===== src/rtl/traffic_phase_controller.sv =====
// Two-road intersection phase sequencer with a pedestrian WALK phase, driven by a rising-edge-detected 1 s tick.
// Optional flashing-yellow override is built when TLC_FLASH_EN is defined.
module traffic_phase_controller #(
  parameter int GREEN_SEC  = 10,
  parameter int YELLOW_SEC = 3,
  parameter int ALLRED_SEC = 1,
  parameter int WALK_SEC   = 5,
  parameter int CNT_W      = 8
) (
  input  logic             clk,
  input  logic             reset_sync,
  input  logic             tick,
  input  logic             ped_req,
`ifdef TLC_FLASH_EN
  input  logic             flash,
`endif
  output logic [2:0]       ns_light,
  output logic [2:0]       ew_light,
  output logic             walk,
  output logic             ped_ack,
  output logic [CNT_W-1:0] sec_left,
  output logic [2:0]       state_o
);

  typedef enum logic [2:0] {
    S_NS_G  = 3'd0,
    S_NS_Y  = 3'd1,
    S_AR    = 3'd2,
    S_EW_G  = 3'd3,
    S_EW_Y  = 3'd4,
    S_WALK  = 3'd5
`ifdef TLC_FLASH_EN
    , S_FLASH = 3'd6
`endif
  } state_t;

  localparam logic [CNT_W-1:0] G_D   = CNT_W'(GREEN_SEC);
  localparam logic [CNT_W-1:0] Y_D   = CNT_W'(YELLOW_SEC);
  localparam logic [CNT_W-1:0] AR_D  = CNT_W'(ALLRED_SEC);
  localparam logic [CNT_W-1:0] W_D   = CNT_W'(WALK_SEC);
  localparam logic [CNT_W-1:0] ONE   = CNT_W'(1);

  state_t           state, state_n;
  logic             dir, dir_n;
  logic [CNT_W-1:0] sec_n;
  logic             pend, pend_n;
  logic             ack_n;
  logic             tick_q;
  logic             tick_rise;
  logic             step;
`ifdef TLC_FLASH_EN
  logic             flash_ph, flash_ph_n;
`endif

  assign tick_rise = tick & ~tick_q;

  always_ff @(posedge clk or posedge reset_sync) begin
    if (reset_sync) begin
      state    <= S_NS_G;
      dir      <= 1'b0;
      sec_left <= G_D;
      pend     <= 1'b0;
      ped_ack  <= 1'b0;
      tick_q   <= 1'b0;
`ifdef TLC_FLASH_EN
      flash_ph <= 1'b0;
`endif
    end else begin
      state    <= state_n;
      dir      <= dir_n;
      sec_left <= sec_n;
      pend     <= pend_n;
      ped_ack  <= ack_n;
      tick_q   <= tick;
`ifdef TLC_FLASH_EN
      flash_ph <= flash_ph_n;
`endif
    end
  end

  always_comb begin
    state_n = state;
    dir_n   = dir;
    sec_n   = sec_left;
    pend_n  = pend;
    ack_n   = 1'b0;
    step    = tick_rise;
`ifdef TLC_FLASH_EN
    flash_ph_n = flash_ph;
`endif
    if (ped_req && state != S_WALK) pend_n = 1'b1;
`ifdef TLC_FLASH_EN
    // Flash overrides the normal phase timing in every state.
    if (tick_rise) begin
      if (flash) begin
        step       = 1'b0;
        state_n    = S_FLASH;
        sec_n      = '0;
        flash_ph_n = (state == S_FLASH) ? ~flash_ph : 1'b1;
      end else if (state == S_FLASH) begin
        step    = 1'b0;
        state_n = S_AR;
        dir_n   = 1'b1;
        sec_n   = AR_D;
      end
    end
`endif
    if (step) begin
      if (sec_left == ONE) begin
        case (state)
          S_NS_G: begin state_n = S_NS_Y; sec_n = Y_D; end
          S_NS_Y: begin state_n = S_AR; sec_n = AR_D; dir_n = 1'b0; end
          S_EW_G: begin state_n = S_EW_Y; sec_n = Y_D; end
          S_EW_Y: begin state_n = S_AR; sec_n = AR_D; dir_n = 1'b1; end
          S_AR: begin
            if (pend) begin
              // Clearing here takes priority over a request sampled on this edge.
              state_n = S_WALK;
              sec_n   = W_D;
              pend_n  = 1'b0;
              ack_n   = 1'b1;
            end else begin
              state_n = dir ? S_NS_G : S_EW_G;
              sec_n   = G_D;
            end
          end
          S_WALK: begin state_n = dir ? S_NS_G : S_EW_G; sec_n = G_D; end
          default: begin state_n = S_NS_G; sec_n = G_D; end
        endcase
      end else begin
        sec_n = sec_left - ONE;
      end
    end
  end

  always_comb begin
    ns_light = 3'b100;
    ew_light = 3'b100;
    walk     = 1'b0;
    case (state)
      S_NS_G: ns_light = 3'b001;
      S_NS_Y: ns_light = 3'b010;
      S_EW_G: ew_light = 3'b001;
      S_EW_Y: ew_light = 3'b010;
      S_WALK: walk     = 1'b1;
`ifdef TLC_FLASH_EN
      S_FLASH: ns_light = flash_ph ? 3'b010 : 3'b000;
`endif
      default: ;
    endcase
  end

  assign state_o = state;

endmodule

===== config.mk =====
export PLATFORM = sky130hd
export DESIGN_NAME = traffic_phase_controller
export DESIGN_NICKNAME = d
export VERILOG_FILES = /design/src/rtl/traffic_phase_controller.sv
export SDC_FILE = /design/constraint.sdc
export NUM_CORES = 1
export LEC_CHECK = 0
export ABC_AREA = 0
export CAP_MARGIN = 20
export CORE_MARGIN = 2
export CORE_UTILIZATION = 43
export CTS_CLUSTER_DIAMETER = 50
export CTS_CLUSTER_SIZE = 14
export DETAILED_ROUTE_END_ITERATION = 8
export PLACE_DENSITY = 0.74
export SYNTH_ARGS = -nofsm -noshare
export SYNTH_HDL_FRONTEND = slang
export SYNTH_SLANG_ARGS = --single-unit

===== constraint.sdc =====
create_clock -name clk -period 1.8 [get_ports clk]
set_input_delay 0.36 -clock clk [delete_from_list [all_inputs] [get_ports clk]]
set_output_delay 0.36 -clock clk [all_outputs]
set_load 0.05 [all_outputs]

# [Yosys cells after proc, flatten, opt, wreduce, memory -nomap -nowiden]
# Cells that the tools add are included.
[totals] register_bits=15 inputBits=4 wordCells=42
[op_classes] n_addsub=1 n_eq_ne=7 muxes=19 n_bitwise=2 n_reduce_logical=7
[op_table] operator="one-hot mux 3 bit (5 select lines)" count=1
[op_table] operator="one-hot mux 3 bit (2 select lines)" count=2
[op_table] operator="one-hot mux 4 bit (3 select lines)" count=1
[op_table] operator="two-way mux 1 bit" count=10
[op_table] operator="== test 8 x 1 -> 1 bit (second input constant)" count=1
[op_table] operator="two-way mux 8 bit" count=1
[op_table] operator="subtractor 8 x 1 -> 8 bit (second input constant)" count=1
[op_table] operator="== test 3 x 2 -> 1 bit (second input constant)" count=2
[op_table] operator="== test 3 bit (second input constant)" count=2
[op_table] operator="two-way mux 4 bit" count=1
[op_table] operator="OR reduction 2 bit" count=2
[op_table] operator="== test 3 x 1 -> 1 bit (second input constant)" count=1
[op_table] operator="zero test 3 bit" count=1
[op_table] operator="two-way mux 3 bit" count=1
[op_table] operator="!= test 3 bit (second input constant)" count=1
[op_table] operator="AND reduction 3 bit" count=1
[op_table] operator="two-way mux 2 bit" count=1
[op_table] operator="one-hot mux 1 bit (2 select lines)" count=1
[op_table] operator="AND reduction 2 bit" count=1
[op_table] operator="nonzero test 2 bit" count=1
[op_table] operator="bitwise AND 1 bit" count=1
[op_table] operator="logical AND 1 bit" count=1
[op_table] operator="NOT 1 bit" count=1

# [Depth between registers and ports, before layout]
# Gate-level depths: netlist of the first run.
[logic_depth] depth_word=7 mapped_depth=6 depth_no_buf=6

# [Worst setup path before layout of the first run]
# No wires, ideal clock.
[synth_timing] kind="reg2out" startpoint="reg state[2] (netlist: state_o[2])" endpoint="out ew_light[2]" arrival_ns=2.411 t_required_ns=1.440 slack_ns=-0.971 path_stages_with_launch=5 n_path_buf=1 path_cell_list="dfrtp_1 -> clkbuf_1 -> nor2b_1 -> nor2b_1 -> nor2_1"
[synth_between] elab_chain_len=2 elab_cells_between_ends=3 cone_classes="eq/ne (2); mux (1)"
[synth_rtl] element="from (decl)" line="43" rtl="state_t state, state_n;"
[synth_rtl] element="from (signal assigned)" line="69" rtl="state <= state_n;"
[synth_rtl] element="== test 3 bit or == test 3 x 2 -> 1 bit (tied branches)" line="140" rtl="case (state)"
[synth_rtl] element="one-hot mux 3 bit (2 select lines) (*)" line="140"
[synth_rtl] element="to (decl)" line="18" rtl="output logic [2:0] ew_light,"
# Every way passes the cells marked *; elsewhere a longest branch is shown, timed or not.

# [Final worst setup path of the first run]
[layout_timing] startpoint="reg state[1] (netlist: state_o[1])" endpoint="out ew_light[2]"
# The elaborated chain is that of the path after synthesis.

==> flow_summary.json, run 1 <==
{
  "synth-seq-cells": 15,
  "grt-ovfl-total": 0,
  "r2r_cells": 6,
  "cp.required_ps": 1440,
  "grt_pass1_vias": 844,
  "final_common_cell": "buf_4",
  "netlist_area_um2": 895.9,
  "setup_violations": 0,
  "timing.rr.start": "sec_left[1]",
  "cp.arrival_ps": 1410,
  "hpwl_um": 1638,
  "filler_cell_count": 160,
  "final_cell_mix": "buf_4 (22), nor2_1 (13), buf_12 (9)",
  "grt_max_degree": 17,
  "multi_input_area_um2": 566.8,
  "drtPass1Iterations": 4,
  "worstMarginPinSlew_ps": 570.3,
  "cts_max_level": 1,
  "p_leak_uw": 0.0005958,
  "place_area_um2": 1323,
  "utilization_pct": 72.51,
  "cts_tree": "built",
  "core_area_um2": 1962,
  "antenna_cells": 0,
  "grtUsageTotal_pct": 19.38,
  "syn_inst": 95,
  "synthFlopType": "dfrtp_1",
  "clkSinkCount": 15,
  "end_kind": "output port",
  "ant_nets": 0,
  "hold_viol": 0,
  "via_count": 835,
  "drt_wl_total_um": 2165,
  "crit_start": "state_o[1]",
  "status": "finished clean",
  "die_area_um2": 2465,
  "fin_nets": 138,
  "clkSlewWorstSetupHoldPaths_ps": 100,
  "cap_violations": 0,
  "globalplace.congestion": 0.8465,
  "slew_headroom_pct": 61.94,
  "io_pins": 23,
  "die_w_um": 49.65,
  "drive_above_1_share_pct": 48.85,
  "postCtsHoldBufs": 0,
  "synth_edf_count": 0,
  "p_per_area_nw_per_um2": 1671,
  "register_area_um2": 389.1,
  "clk_path_buf_depth": 2,
  "synthDistinctLibCells": 36,
  "fin_crit_ps": 1775,
  "antenna_found_initial": 0,
  "areaGrowthSynthToFinish_pct": 58.80,
  "r2r_end": "sec_left[0]",
  "initial_core_util_pct": 45.66,
  "path_class": "reg2out",
  "rsz0062_at_grt": "yes",
  "ys_seq_area_share_pct": 42.18,
  "wl_per_cell_um": 13.70,
  "grt_pass1_wl_um": 3753,
  "endpoint": "ew_light[2]",
  "irDropWorstVdd_mv": 1.305,
  "viasPerCell": 5.285,
  "synth_nets": 101,
  "root_buffer": "clkbuf_4",
  "start_kind": "flip-flop",
  "fp.dieH_um": 49.65,
  "numCtsBuffers": 3,
  "slew_violations": 0,
  "drc_errors": 0,
  "syn_area_per_cell_um2": 9.430,
  "cp_max_fo": 10,
  "finalCritPeriodShare_pct": 98.58,
  "r2r_slack_ps": 70,
  "synth_warnings": 0,
  "max_freq_mhz": 563.5,
  "clkLatencyLatePin_ps": 300,
  "dr.first_iter.drc_count": 13,
  "finalClockSkew_ps": 9.592,
  "async_flop_share_pct": 100.0,
  "hp-class": "in2async",
  "design_area_um2": 1423,
  "port_buffers": 22,
  "rows": 16
}
area by class of cell:
class | instances | area share (%)
timing repair buffer | 35 | 27.18
multi-input combinational | 72 | 39.84
tap | 27 | 2.375
clock buffer | 3 | 1.583
inverter | 5 | 1.319
clock inverter | 1 | 0.3518
sequential | 15 | 27.35
how the worst min path moves through the flow:
stage                             end  slack (ps)  cells after the start        start
after global placement    sec_left[7]         570                      1  sec_left[7]
after detailed placement   state_o[1]         590                      1   state_o[1]
after global routing       state_o[1]         450                      2   reset_sync
final                      state_o[0]         400                      2   reset_sync
after floorplan                   dir         260                      1   reset_sync
after CTS                         dir         440                      2   reset_sync
cells in the mapped netlist, drive strengths merged (2+ instances only):
cell,number,share of area [%]
clkbuf,3,1.3
a21oi,4,2.2
mux2,4,5.0
dfrtp,13,36
and2,2,1.4
nor2b,5,3.5
nor3b,2,2.9
nand3b,2,1.7
o21ai,5,2.8
nand2,6,2.5
ha,2,2.8
inv,5,2.1
dfstp,2,5.9
nor4,2,2.1
nand3,5,4.2
nor2,15,6.3
o31ai,2,1.7
critical path, stage by stage, from the launching register on:
cell     delay (ps)
dfrtp_2         510
nor2b_4         180
nor2b_4         230
nor2_4           50
buf_12          140
cells by family after synthesis:
kind of cell    after synthesis  synth area share [%]
fa+ha+maj                     2                 2.793
compound gates               19                 13.69
flops                        15                 42.18
simple gates                 47                 32.96
mux                           4                 5.028
buf+inv                       8                 3.352
through the flow:
step / std cells / power, uW / hold slack (ps) / setup WS [ps] / setup TNS (ps)
finish: 158 / 2378 / 399.6 / 25.49 / 0
global placement: 150 / 2045 / 574.9 / -79.50 / -243.5
CTS: 155 / 2310 / 439.5 / 5.467 / 0
detailed placement: 150 / 2078 / 592.7 / -113.0 / -391.9
global route: 158 / 2510 / 445.3 / -41.75 / -110.6
floorplan: 95 / 1503 / 259.6 / -39.52 / -114.4
timing repair:
| item | CTS | global route |
|---|---|---|
| endpoints found under the setup margin | 6 | 8 |
| pin swaps | 0 | 4 |
| endpoints found under the hold margin | 0 | 0 |
| gates resized for setup | 4 | 7 |
| setup buffers | 1 | 3 |
| cloned | 0 | 0 |
state kept, by name (all words and copies together) (netlist names):
register,count
dir,1
ped_ack,1
pend,1
sec_left,8
state_o,3
tick_q,1
layer usage:
layer  vias up  wire length (um)  global-route usage, %
met5         -                 0                      0
met4         0                30                  6.481
met3         2                82                  3.333
met2        19              1107                  32.67
met1       403               944                  25.05
li1        411                 -                      -
power breakdown:
part           switching, uW  total (uW)  internal (uW)  leakage [uW]
clock                    125         208           82.9     0.0000177
combinational            854        1510            653      0.000404
sequential               195         663            467      0.000174
total                   1170        2380           1200      0.000596
Power figures use the tool's default switching activity.
==> run 2: changes to the inputs <==
==> constraint.sdc (replaced) <==
create_clock -name clk -period 1.8 [get_ports clk]
set_input_delay 0.27 -clock clk [delete_from_list [all_inputs] [get_ports clk]]
set_output_delay 0.27 -clock clk [all_outputs]
set_load 0.05 [all_outputs]
==> flow_summary.json, run 2 (synthesized netlist as in run 1, its figures left out) <==
{
  "antenna_found_initial": 0,
  "timing.rr.start": "sec_left[1]",
  "drc_errors": 0,
  "clk_path_buf_depth": 2,
  "die_w_um": 49.65,
  "numCtsBuffers": 3,
  "port_buffers": 22,
  "worst_slack_ps": 8.798,
  "io_pins": 23,
  "viasPerCell": 5.361,
  "die_area_um2": 2465,
  "cp.required_ps": 1960,
  "grt_pass1_wl_um": 3491,
  "wl_per_cell_um": 13.69,
  "fin_nets": 138,
  "irDropWorstVdd_mv": 1.309,
  "r2r_slack_ps": 9,
  "fin_crit_ps": 1791,
  "initial_core_util_pct": 45.66,
  "areaGrowthSynthToFinish_pct": 51.96,
  "p_leak_uw": 0.0005804,
  "cp.arrival_ps": 1950,
  "status": "finished clean",
  "crit_chain": "inv_2 -> ha_4 -> or4b_4 -> nor4_4 -> or3_1 -> o211ai_1",
  "worstMarginPinSlew_ps": 595.4,
  "antenna_cells": 0,
  "drive_above_1_share_pct": 45.80,
  "utilization_pct": 69.39,
  "cap_violations": 0,
  "finalCritPeriodShare_pct": 99.51,
  "hp-class": "in2async",
  "dpl.cell_count": 148,
  "ant_nets": 0,
  "hpwl_um": 1618,
  "cp_max_fo": 4,
  "globalplace.congestion": 0.8318,
  "grt-ovfl-total": 0,
  "dr.first_iter.drc_count": 20,
  "final_common_cell": "buf_4",
  "finalClockSkew_ps": 3.806,
  "grtUsageTotal_pct": 18.71,
  "top_register": "sec_left",
  "grt_pass1_vias": 773,
  "setup_violations": 0,
  "largest_reg_flops": 8,
  "fp.dieH_um": 49.65,
  "design_area_um2": 1361,
  "postCtsHoldBufs": 0,
  "place_area_um2": 1277,
  "cp_slowest_cell": "or4b_4",
  "clkSlewWorstSetupHoldPaths_ps": 90,
  "r2r_end": "sec_left[0]",
  "clkSinkCount": 15,
  "start_kind": "flip-flop",
  "hold_viol": 0,
  "slew_headroom_pct": 60.26,
  "final_cell_mix": "buf_4 (25), nor2_1 (13), dfrtp_2 (7)",
  "rsz0062_at_grt": "yes",
  "rows": 16,
  "max_stage_delay_ps": 490,
  "p_per_area_nw_per_um2": 1641,
  "end_kind": "flip-flop",
  "fin_cells": 158,
  "power_uw": 2234,
  "path_class": "reg2reg",
  "drtPass1Iterations": 4,
  "root_buffer": "clkbuf_4",
  "max_freq_mhz": 558.3,
  "grt_max_degree": 17,
  "clkLatencyLatePin_ps": 280,
  "drt_wl_total_um": 2163,
  "cts_max_level": 1,
  "slew_violations": 0,
  "via_count": 847,
  "cts_tree": "built",
  "dp_slack_ps": -36.18,
  "core_area_um2": 1962,
  "r2r_cells": 6
}
==> run 2: changes by cell type in the layout (fill, tap and decap cells not counted), sizes merged <==
cell           change
buf                -1
clkbuf             +1
clkdlybuf4s50      +1
clkinv             -1
==> run 2: worst max-delay path, delay by kind of cell (launching register included) <==
family	cells	cell delay, ps
AO/OA/AOI/OAI	1	90
buffers and inverters	1	70
AND/OR/NAND/NOR	3	980
adder cells (fa/ha/maj)	1	130
flip-flops	1	380
==> run 2: how the worst max path moves through the flow <==
| stage | endpoint | cells past startpoint | from | slack (ps) |
|---|---|---|---|---|
| after CTS | sec_left[0] | 6 | sec_left[1] | 40 |
| after global placement | sec_left[7] | 5 | tick | 20 |
| after detailed placement | sec_left[7] | 5 | tick | -40 |
| after floorplan | ew_light[2] | 4 | state_o[2] | -20 |
| final | sec_left[0] | 6 | sec_left[1] | 9 |
| after global routing | sec_left[0] | 6 | sec_left[1] | -40 |
==> run 2: timing repair <==
item / 4_1_cts / 5_1_grt
buffers inserted: 0 / 6
pin swaps: 0 / 5
hold endpoints to repair: 0 / 0
gates cloned: 0 / 0
resized for setup: 1 / 2
endpoints found under the setup margin: 1 / 4
==> run 2: routing by layer <==
metal / part of all wire [%] / wire (um) / vias up / GRT usage (%)
li1: - / - / 414 / -
met1: 43 / 937 / 401 / 22.82
met2: 50 / 1083 / 28 / 30.44
met3: 4.9 / 106 / 4 / 4.848
met4: 1.7 / 36 / 0 / 9.259
met5: 0 / 0 / - / 0
==> run 2: layout make-up <==
type	instances	area [um2]
inverter	5	18.77
multi-input combinational	72	548.0
fill	159	600.6
timing repair buffer	35	347.8
tap	27	33.78
sequential	15	386.6
clock buffer	4	26.28
==> run 2: power breakdown <==
| group | internal, uW | switching (uW) | leakage (uW) |
|---|---|---|---|
| Sequential | 463 | 196 | 0.000175 |
| Combinational | 550 | 826 | 0.000391 |
| Clock | 86.1 | 112 | 0.0000150 |
==> run 2: through the flow <==
step	setup TNS [ps]	hold WS [ps]
after floorplan	-16.35	169.6
after global placement	0	576.5
after detailed placement	-95.30	587.8
after CTS	0	369.8
after global routing	-81.28	373.6
final	0	338.7
